$ cat src/rtl/fetch_stage_pkg.sv
// Shared fetch-stage definitions: default widths, reset PC, state encoding
// and the buffered fetch entry layout.
package fetch_stage_pkg;

    localparam int unsigned FETCH_WIDTH = 32;
    localparam int unsigned FETCH_DEPTH = 2;
    localparam logic [FETCH_WIDTH-1:0] FETCH_RESET_PC = '0;
    localparam logic [FETCH_WIDTH-1:0] FETCH_PC_STEP = FETCH_WIDTH'(1);

    typedef enum logic [1:0] {
        IDLE,
        FETCH,
        DRAIN
    } fetch_state_t;

    typedef struct packed {
        logic [FETCH_WIDTH-1:0] pc;
        logic [FETCH_WIDTH-1:0] instruction;
        logic                   has_flushed;
    } fetch_entry_t;

endpackage

$ cat src/rtl/fetch_stage_buffer.sv
// Circular instruction buffer between memory responses and decode.
// Flush empties it in one cycle and takes priority over push and pop.
module fetch_buffer
    import fetch_stage_pkg::*;
#(
    parameter int unsigned DEPTH = FETCH_DEPTH
) (
    input  logic                    clock,
    input  logic                    reset_n,
    input  logic                    push,
    input  fetch_entry_t            push_entry,
    input  logic                    pop,
    input  logic                    flush,
    output logic [$clog2(DEPTH):0]  count,
    output fetch_entry_t            head
);

    localparam int unsigned PW = $clog2(DEPTH);
    localparam int unsigned CW = PW + 1;

    logic [PW-1:0] rd_ptr;
    logic [PW-1:0] wr_ptr;
    fetch_entry_t  entries [DEPTH];

    always_ff @(posedge clock) begin
        if (!reset_n || flush) begin
            rd_ptr <= '0;
            wr_ptr <= '0;
            count  <= '0;
        end else begin
            if (push) wr_ptr <= wr_ptr + PW'(1);
            if (pop)  rd_ptr <= rd_ptr + PW'(1);
            count <= count + CW'(push) - CW'(pop);
        end
    end

    always_ff @(posedge clock) begin
        if (push) entries[wr_ptr] <= push_entry;
    end

    assign head = entries[rd_ptr];

    // Issue gating must never let a word arrive with no free slot.
    push_into_full: assert property (@(posedge clock) disable iff (!reset_n)
        !(push && !pop && !flush && count == CW'(DEPTH)));

endmodule

$ cat src/rtl/fetch_stage.sv
// Fetch stage: owns the fetch PC, issues single outstanding word reads and
// presents buffered words to decode; redirects flush all wrong-path work.
module fetch_stage
    import fetch_stage_pkg::*;
#(
    parameter int unsigned       WIDTH    = FETCH_WIDTH,
    parameter logic [WIDTH-1:0]  RESET_PC = FETCH_RESET_PC,
    parameter logic [WIDTH-1:0]  PC_STEP  = FETCH_PC_STEP,
    parameter int unsigned       DEPTH    = FETCH_DEPTH
) (
    input  logic             clock,
    input  logic             reset_n,
    output logic [WIDTH-1:0] mem_address,
    output logic             mem_read,
    input  logic [WIDTH-1:0] mem_data,
    input  logic             mem_ready,
    input  logic             hold,
    input  logic             is_pc_changing,
    input  logic             redirect_valid,
    input  logic [WIDTH-1:0] redirect_pc,
    output logic [WIDTH-1:0] instruction,
    output logic [WIDTH-1:0] pc,
    output logic             is_valid,
    output logic             has_flushed
);

    localparam int unsigned CW = $clog2(DEPTH) + 1;

    fetch_state_t     state, state_next;
    logic [WIDTH-1:0] fetch_pc, fetch_pc_next;
    logic [WIDTH-1:0] drain_addr, drain_addr_next;
    logic             flush_flag, flush_flag_next;
    logic             push, pop, flush;
    logic [CW-1:0]    count, count_after;
    fetch_entry_t     push_entry, head;

    fetch_buffer #(.DEPTH(DEPTH)) u_buffer (
        .clock      (clock),
        .reset_n    (reset_n),
        .push       (push),
        .push_entry (push_entry),
        .pop        (pop),
        .flush      (flush),
        .count      (count),
        .head       (head)
    );

    assign is_valid    = (count != '0);
    assign pop         = is_valid && !hold && !redirect_valid;
    assign count_after = count + CW'(1) - CW'(pop);
    assign push_entry  = '{pc: fetch_pc, instruction: mem_data, has_flushed: flush_flag};

    assign instruction = is_valid ? head.instruction : '0;
    assign pc          = is_valid ? head.pc : '0;
    assign has_flushed = is_valid && head.has_flushed;

    always_ff @(posedge clock) begin
        if (!reset_n) begin
            state      <= IDLE;
            fetch_pc   <= RESET_PC;
            drain_addr <= '0;
            flush_flag <= 1'b1;
        end else begin
            state      <= state_next;
            fetch_pc   <= fetch_pc_next;
            drain_addr <= drain_addr_next;
            flush_flag <= flush_flag_next;
        end
    end

    always_comb begin
        state_next      = state;
        fetch_pc_next   = fetch_pc;
        drain_addr_next = drain_addr;
        flush_flag_next = flush_flag;
        push            = 1'b0;
        flush           = 1'b0;
        mem_read        = 1'b0;
        mem_address     = fetch_pc;

        if (redirect_valid) begin
            flush           = 1'b1;
            fetch_pc_next   = redirect_pc;
            flush_flag_next = 1'b1;
        end

        case (state)
            IDLE: begin
                if (redirect_valid ||
                    (count < CW'(DEPTH) && !is_pc_changing)) begin
                    state_next = FETCH;
                end
            end
            FETCH: begin
                mem_read = 1'b1;
                if (redirect_valid) begin
                    // An unanswered read must still complete on the old address.
                    drain_addr_next = fetch_pc;
                    state_next      = mem_ready ? FETCH : DRAIN;
                end else if (mem_ready) begin
                    push            = 1'b1;
                    flush_flag_next = 1'b0;
                    fetch_pc_next   = fetch_pc + PC_STEP;
                    if (count_after >= CW'(DEPTH) || is_pc_changing) begin
                        state_next = IDLE;
                    end
                end
            end
            DRAIN: begin
                mem_read    = 1'b1;
                mem_address = drain_addr;
                if (mem_ready) state_next = FETCH;
            end
            default: state_next = IDLE;
        endcase
    end

endmodule

$ cat config.mk
export PLATFORM = sky130hd
export DESIGN_NAME = fetch_stage
export DESIGN_NICKNAME = d
export VERILOG_FILES = /design/src/rtl/fetch_stage_pkg.sv /design/src/rtl/fetch_stage_buffer.sv /design/src/rtl/fetch_stage.sv
export SDC_FILE = /design/constraint.sdc
export NUM_CORES = 1
export LEC_CHECK = 0
export CORE_MARGIN = 8
export CORE_UTILIZATION = 58
export CTS_BUF_LIST = sky130_fd_sc_hd__clkbuf_8
export DETAILED_ROUTE_END_ITERATION = 6
export MAX_ROUTING_LAYER = met4
export PLACE_DENSITY = 0.95
export SLEW_MARGIN = 10
export SYNTH_ARGS = -nofsm -noshare
export SYNTH_HDL_FRONTEND = slang
export SYNTH_SLANG_ARGS = --single-unit
$ cat constraint.sdc
create_clock -name clock -period 10.3 [get_ports clock]
set_input_delay 1.03 -clock clock [delete_from_list [all_inputs] [get_ports clock]]
set_output_delay 1.03 -clock clock [all_outputs]
set_load 0.02 [all_outputs]
## After elaboration in Yosys (flattened, before gate mapping)

Memory sizes are Yosys's and may differ from the RTL's. A register that Yosys moved wholly into a read port is not among the register bits.
Index checks and enable logic that the tools add are counted.

- $add $sub $neg: 7
- Multipliers: 0
- Divide/modulo/power cells: 0
- Order comparisons: 2
- Equality and inequality tests: 6
- Shifts and indexed selects: 0
- Multiplexer cells: 27
- Bitwise logic cells: 0
- Reductions and logical operators: 16

Operator list:

| kind | number |
|---|---|
| 32-bit 2-to-1 mux | 7 |
| 32-bit by 1-bit adder with 32-bit output, second input constant | 1 |
| 1-bit 2-to-1 mux | 13 |
| 2-bit 2-to-1 mux | 6 |
| 3-bit != test, second input constant | 2 |
| 2-bit one-hot mux with 3 select lines | 1 |
| 1-bit logical AND | 4 |
| 1-bit logical NOT | 4 |
| 2-bit != test, second input constant | 2 |
| 4-bit AND reduction | 1 |
| 2-bit by 1-bit subtractor with 2-bit output | 2 |
| 1-bit logical OR | 3 |
| 1-bit adder, second input constant | 2 |
| 2-bit by 1-bit adder with 2-bit output | 1 |
| 2-bit by 1-bit adder with 2-bit output, second input constant | 1 |
| 2-bit by 1-bit == test with 1-bit output, second input constant | 1 |
| 2-bit == test, second input constant | 1 |
| 2-bit >= comparator, second input constant | 1 |
| 2-bit logical NOT | 1 |
| 2-bit < comparator, second input constant | 1 |
| 2-bit AND reduction | 1 |
| 2-bit nonzero test | 1 |
| 2-bit OR reduction | 1 |

- Bits in registers: 71
- Latch bits: 0
- Memory bits (writable): 130
- ROM bits: 0
- Bits of input ports: 70
- Output and inout bits: 99
- Logic and storage cells: 66
- Memories kept: 1

Memories:

| name | depth | bits a word | rd ports | clocked after Yosys merged registers in | write ports | line | RTL |
|---|---|---|---|---|---|---|---|
| u_buffer.entries | 2 | 65 | 1 | 1 | 1 | fetch_stage_buffer.sv:23 | `fetch_entry_t entries [DEPTH];` |

## Longest topological paths before layout

Gate-level depths: netlist (run 1).

- Word-level depth: 10
- Depth in mapped cells: 10
- Gate-level depth less buffers: 9

## Hierarchy

A second synthesis (run 1) with hierarchy kept.

- Cell total of the unflattened synthesis: 774
- Area, all modules: 9287.7 µm²

By module, submodules not included:

| module | times used | cells each | area each (µm²) | seq. area each (µm²) |
|---|---|---|---|---|
| fetch_buffer | 1 | 223 | 5109.9 | 4003.8 |
| fetch_stage | 1 | 551 | 4177.8 | 1341.3 |

## Worst setup path after synthesis (run 1)

OpenSTA, ideal clock, no wires.

- Path type: input port to flip-flop
- From: input mem_ready
- To: memory u_buffer.entries[0][0] (netlist name) (enable)
- Library setup time: 488 ps
- Arrival time: 4051 ps
- Data required time: 9812 ps
- Slack: 5760 ps
- Cell stages on the path: 3
- Path buffers: 1
- Cells stage by stage: clkbuf_2 nand3_2 nor2_1

- Cells in the longest elaborated chain, start to end: 5

Ends and longest elaborated chain:

| what | line | RTL |
|---|---|---|
| start: declaration | fetch_stage.sv:16 | `input logic mem_ready,` |
| 1-bit 2-to-1 mux | fetch_stage.sv:100 | `end else if (mem_ready) begin` |
| 1-bit 2-to-1 mux | fetch_stage.sv:96 | `if (redirect_valid) begin` |
| 1-bit 2-to-1 mux | fetch_stage.sv:87 | `case (state)` |
| 1-bit 2-to-1 mux | fetch_stage_buffer.sv:38 | `if (push) entries[wr_ptr] <= push_entry;` |
| 1-bit 2-to-1 mux (implied by the code) | fetch_stage_buffer.sv:38 |  |
| end: declaration | fetch_stage_buffer.sv:23 |  |

Every way passes these cells.

## Final worst setup path (run 1)

- From: input redirect_valid
- To: memory u_buffer.entries[0][2] (netlist name) (enable)

- Cells in the longest elaborated chain, start to end: 4

Ends and longest elaborated chain:

| what | line | RTL |
|---|---|---|
| start: declaration | fetch_stage.sv:19 | `input logic redirect_valid,` |
| 1-bit 2-to-1 mux | fetch_stage.sv:96 |  |
| 1-bit 2-to-1 mux | fetch_stage.sv:87 |  |
| 1-bit 2-to-1 mux | fetch_stage_buffer.sv:38 |  |
| 1-bit 2-to-1 mux (implied by the code) | fetch_stage_buffer.sv:38 |  |

Every way passes these cells.

==> run metrics, run 1 <==
status=finished, final reports clean; worst skew pair latency=about 0.57 ns; setup violators final=0; post-synthesis cell type count=54; worst-path fanout max=53; syn nets=823; Synth async-reset ratio=0%; Slew @ Worst Pin=~1.1 ns; Fmax=around 240 MHz; Max Root-Sink Buffers=3; final wirelength=~21 mm; CTS H-tree lvls=1; CTS sink count=202; max-slew violation count=0; Multi-input gate area=slightly above 3000 um^2; first-pass GRT wire length=around 34 mm; area leader, netlist=edfxtp_1; FF+latch count, synth=202; clock root buffer=clkbuf_8; DR vias/cell=between 5 and 6; Die H=roughly 140 um; Hold Vio Cnt, Final=0; Setup crit start kind=input port; Reg area=5349 um^2; RePlAce Congestion=roughly 0.87; most instantiated cells after synthesis=130 x edfxtp_1, 98 x nand2_1, 86 x nor2_1; CTS tree=yes; die area=19140 um^2; Post-Syn Instances=745; Syn Area/Cell=11.65 um^2; top-count cell post-synth=edfxtp_1; placed cells=about 1100; Antenna Cells=0; top cells by area, synth=edfxtp_1 45%, dfxtp_1 17%, mux2i_1 7.5%; Ports=169; Hold-fix buffers, CTS=0; Worst Setup End Kind=flop; Inserted Clock Buffers=31; Rel. slew slack=approximately 26%; Pwr Total=approximately 1.7 mW; cell area after synthesis=roughly 8700 um^2; Setup TNS Final=0 ns; CP required=about 10 ns; Most used DFF post-synth=edfxtp_1; maximum vdd drop=around 0.00011 V; Seq/Total Area, Yosys=approximately 62%; total gr overflow=0; # DRC=0; Initial DRT Pass Iterations=5; layout cells sized above 1=roughly a tenth; Max Cap Viol=0; initial drt markers=roughly 520; final period utilization=roughly two fifths; initial antenna violation count=0; Fillers=between 800 and 900; pwr/cell area=about 150 nW/um^2; Yosys top cell area share=about 45%; Initial Utilization=59.51%; gr usage total=a little over a fifth; post-DP HPWL=between 10 and 15 mm; Final ANT Viol Nets=0; die extent in x=roughly 140 um; Leak Pwr=about 3.7 nW; fin crit period=4.140 ns; Port-buffer cells=around 170; EDFF count, synth=between 100 and 150; Crit Path Category=input port to flop; RSZ-0062 raised after global routing=no; yosys synthesis warning count=0; worst clock skew=0.03486 ns; vias in the first global route=6460; post-CTS sizing=0; final cell count without fillers=roughly 1100; CORE AREA=roughly 15000 um^2; per-cell routed wire length=roughly 19 um; site row count=44; largest net degree at the start of global routing=66; HP Class=flop to flop; vias=roughly 6300; NumNets Final=~1000; Worst EP arrival=between 4 and 5 ns; clk slew on worst S/H paths=roughly 0.060 ns; post-CTS setup repair buffer count=0; area grow syn2layout=26.85%
metrics by stage:
stage	hold slack (ns)	setup WS (ns)	utilization [%]	area, um^2
CTS	0.4536	6.285	75.47	11010
global placement	0.4379	5.890	71.60	10450
finish	0.4542	6.160	75.49	11010
detailed placement	0.4431	5.760	71.60	10450
floorplan	0.4237	5.760	-	8682
global route	0.4724	6.045	75.49	11010
cell usage in the layout (no fill, tap or decap), drive strengths merged, types with 2 or more instances in the layout:
master,count
edfxtp,130
clkinv,17
a31oi,3
buf,5
xnor2,17
and3,8
nand2,100
o31ai,2
inv,19
o311ai,2
o21ai,20
and2,6
nor2b,2
clkbuf,31
nor2,86
nand4b,2
ha,8
mux2,34
nor3,5
a211oi,7
nand3,15
nor4,8
a21oi,58
and4,5
xor2,6
nand4,11
clkdlybuf4s50,168
o211a,2
dfxtp,72
or4,4
mux2i,65
layer usage:
metal	wire [um]	global-route usage (%)
met5	0	-
met4	414	6.693
met3	1769	4.281
met2	10530	36.79
met1	8405	25.95
worst max-delay path, stage by stage:
cell	delay, ns
clkdlybuf4s50_1	0.87
inv_2	0.88
nand3_2	0.34
nor2_4	0.50
buf_4	0.63
kinds of logic after synthesis:
| kind of cell | Yosys count | synth area share [%] |
|---|---|---|
| and+or+nand+nor | 254 | 13.59 |
| DFF | 202 | 61.56 |
| AOI/OAI and AO/OA | 101 | 6.615 |
| muxes | 99 | 11.90 |
| buffers and inverters | 58 | 2.853 |
| xor gates and xnor gates | 23 | 2.320 |
| adders and majority gates | 8 | 1.153 |
where the power goes:
part	total, mW	internal [mW]	switching, mW
Clock	0.602	0.307	0.295
Combinational	0.164	0.0769	0.0875
Sequential	0.912	0.887	0.0244
sequential cells by signal, summed over array words and instances (netlist names), named ones only:
signal            count
u_buffer.entries    130
state                 2
u_buffer.rd_ptr       1
u_buffer.count        2
fetch_pc             32
flush_flag            1
u_buffer.wr_ptr       1
drain_addr           32
final timing paths:
kind,end,slack [ns],cells past startpoint,startpoint
setup / recovery,u_buffer.entries[0][2],6.16,5,redirect_valid
hold / removal,drain_addr[2],0.45,2,drain_addr[2]
setup reg to reg,u_buffer.entries[0][2],7.77,5,state[1]
hold reg to reg,drain_addr[2],0.45,2,drain_addr[2]
area by class of cell:
type,count,share of cell area [%]
flip-flops and latches,202,48.57
multi-input cells,485,28.22
repair buffers,173,15.61
clock buffers,31,3.874
well taps,184,2.090
clock inverters,26,1.261
inverters,11,0.3749
No activity file was read; power rests on OpenSTA's default activity.
==> run 2, diff against run 1 <==
Settings changed: CORE_UTILIZATION 58 to 54, PLACE_DENSITY 0.95 to 0.91.
Clock period 10.3 ns to 4.25 ns, I/O delays scaled along.
==> run 2 against run 1 <==
Compared with the run above: non-clock buffer count increased by 5; wire length rose by 0.40%; sequential power rose by 140%; clock-buffer cell count increased by 5; die area up 6.5%; final cell count grew 3.2%; largest cell class unchanged; combinational power is 150% higher.
==> run metrics, run 2 (synthesis gave the netlist of run 1 again) <==
status=finished, final reports clean; RSZ-0062 raised after global routing=no; Biggest register=u_buffer.entries; Critical Path, Cell by Cell=inv_1 > ha_1 > buf_4 > mux2_2 > clkdlybuf4s50_1; Die H=between 100 and 150 um; Switching Fraction=a little under a quarter; max-slew violation count=0; Final ANT Viol Nets=0; clk slew on worst S/H paths=roughly 0.060 ns; pwr/cell area=between 300 and 400 nW/um^2; Final Util=a little over two thirds; RePlAce Congestion=about 0.86; Port-buffer cells=between 150 and 200; Pwr Total=between 4 and 5 mW; hold path start=redirect_pc[17]; Ports=169; Rel. slew slack=about 14%; Worst EP arrival=3.09 ns; die area=between 20000 and 25000 um^2; crit path buf inv count=3; clock root buffer=clkbuf_8; Crit Path Category=flop to output pin; commonest non-fill, non-tap cell in the layout=clkdlybuf4s50_1; Setup crit start kind=flop; HP Class=input port to flop; Leak Pwr=3.719 nW; initial drt markers=566; largest stage delay on the critical path=0.79 ns; area grow syn2layout=27.77%; CTS H-tree lvls=1; layout cells sized above 1=10.52%; Worst R2R Setup Slack=around 1.5 ns; slack of the critical path=between 0.7 and 0.8 ns; worst-path fanout max=22; Fmax=284.7 MHz; clock group share of total power=35.7%; final wirelength=about 21 mm; NumNets Final=just under 1000; pre-CTS setup slack=between 1 and 1.5 ns; DR vias/cell=approximately 5.6; Slew @ Worst Pin=1.284 ns; first-pass GRT wire length=around 33 mm; gr usage total=20.71%; per-cell routed wire length=18.47 um; Setup TNS Final=0 ns; Initial Utilization=54.85%; worst hold stages=3; final period utilization=82.66%; vias in the first global route=around 6300; Worst Setup End Kind=output pin; post-CTS setup repair buffer count=0; Critical path origin=state[0]; Crit Reg-Reg Startpoint=state[1]; Comb power frac=about a tenth; Largest register FFs=130; biggest regs=u_buffer.entries (130), drain_addr (32), fetch_pc (32); Worst path slowest cell=ha_1; switching power=roughly 0.96 mW; Hold WS=between 0.4 and 0.5 ns; Internal Power=3.101 mW; Hold Vio Cnt, Final=0; Max Root-Sink Buffers=3; worst skew pair latency=between 0.5 and 0.6 ns; Antenna Cells=0; Initial DRT Pass Iterations=5; die extent in x=142.8 um; fin area=approximately 11000 um^2; placed cells=1092; # DRC=0; total gr overflow=0; largest net degree at the start of global routing=between 60 and 70; fin crit period=~3.5 ns; Crit path max-delay family=buffers and inverters; Max Cap Viol=0; CP required=3.83 ns; worst clock skew=roughly 0.03 ns; initial antenna violation count=0; CORE AREA=about 16000 um^2; CTS sink count=~200; most frequent cells in the layout=168 x clkdlybuf4s50_1, 130 x edfxtp_1, 98 x nand2_1; Inserted Clock Buffers=31; site row count=46; post-CTS sizing=0; WHS Endpoint=fetch_pc[17]; Reg power frac=54.4%; setup violators final=0; worst r2r dst=u_buffer.entries[1][14]; Hold-fix buffers, CTS=0; post-DP HPWL=approximately 14 mm; CTS tree=yes; vias=between 6000 and 7000; final cell count without fillers=about 1100; maximum vdd drop=0.0002120 V; area post-placement=~11000 um^2; worst reg2reg path depth=6
-- run 2: cell count changes in the layout (fill, tap and decap cells not counted), sizes merged --
| cell | delta |
|---|---|
| buf | +5 |
| bufinv | -1 |
| clkbuf | +5 |
| clkinv | -15 |
| inv | +10 |
-- run 2: area by class of cell --
class / count / area, um^2
clock buffers: 36 / 495.5
well taps: 216 / 270.3
clock inverters: 20 / 75.07
multi-input cells: 485 / 3105
inverters: 11 / 41.29
flip-flops and latches: 202 / 5349
fillers: 1110 / 4735
repair buffers: 178 / 1757
-- run 2: layer usage --
metal / part of all wire (%) / global-route usage (%) / wire, um
met4: 2.0 / 6.432 / 427
met5: 0 / - / 0
met3: 8.4 / 3.573 / 1779
met2: 49 / 34.62 / 10480
met1: 40 / 25.26 / 8518
-- run 2: worst max path at each step --
stage                                    endpoint  slack [ns]  cells past startpoint
after floorplan            u_buffer.entries[0][0]        0.26                      4
final                             mem_address[31]        0.74                      5
after global routing              mem_address[31]        0.56                      5
after CTS                          mem_address[8]        0.71                      5
after global placement     u_buffer.entries[1][9]        1.17                      7
after detailed placement  u_buffer.entries[1][15]        1.07                      5
-- run 2: tightest hold or removal path: stages --
cell and delay (ns):
clkdlybuf4s50_1 0.40, nand2_1 0.06, a21oi_1 0.05
-- run 2: power groups by stage --
stage               Clock (mW)  Sequential, mW  Combinational (mW)
detailed placement           0            2.25               0.399
global placement             0            2.25               0.389
global route              1.57            2.22               0.431
finish                    1.45            2.21               0.402
CTS                       1.48            2.21               0.403
floorplan                    0            2.23               0.218
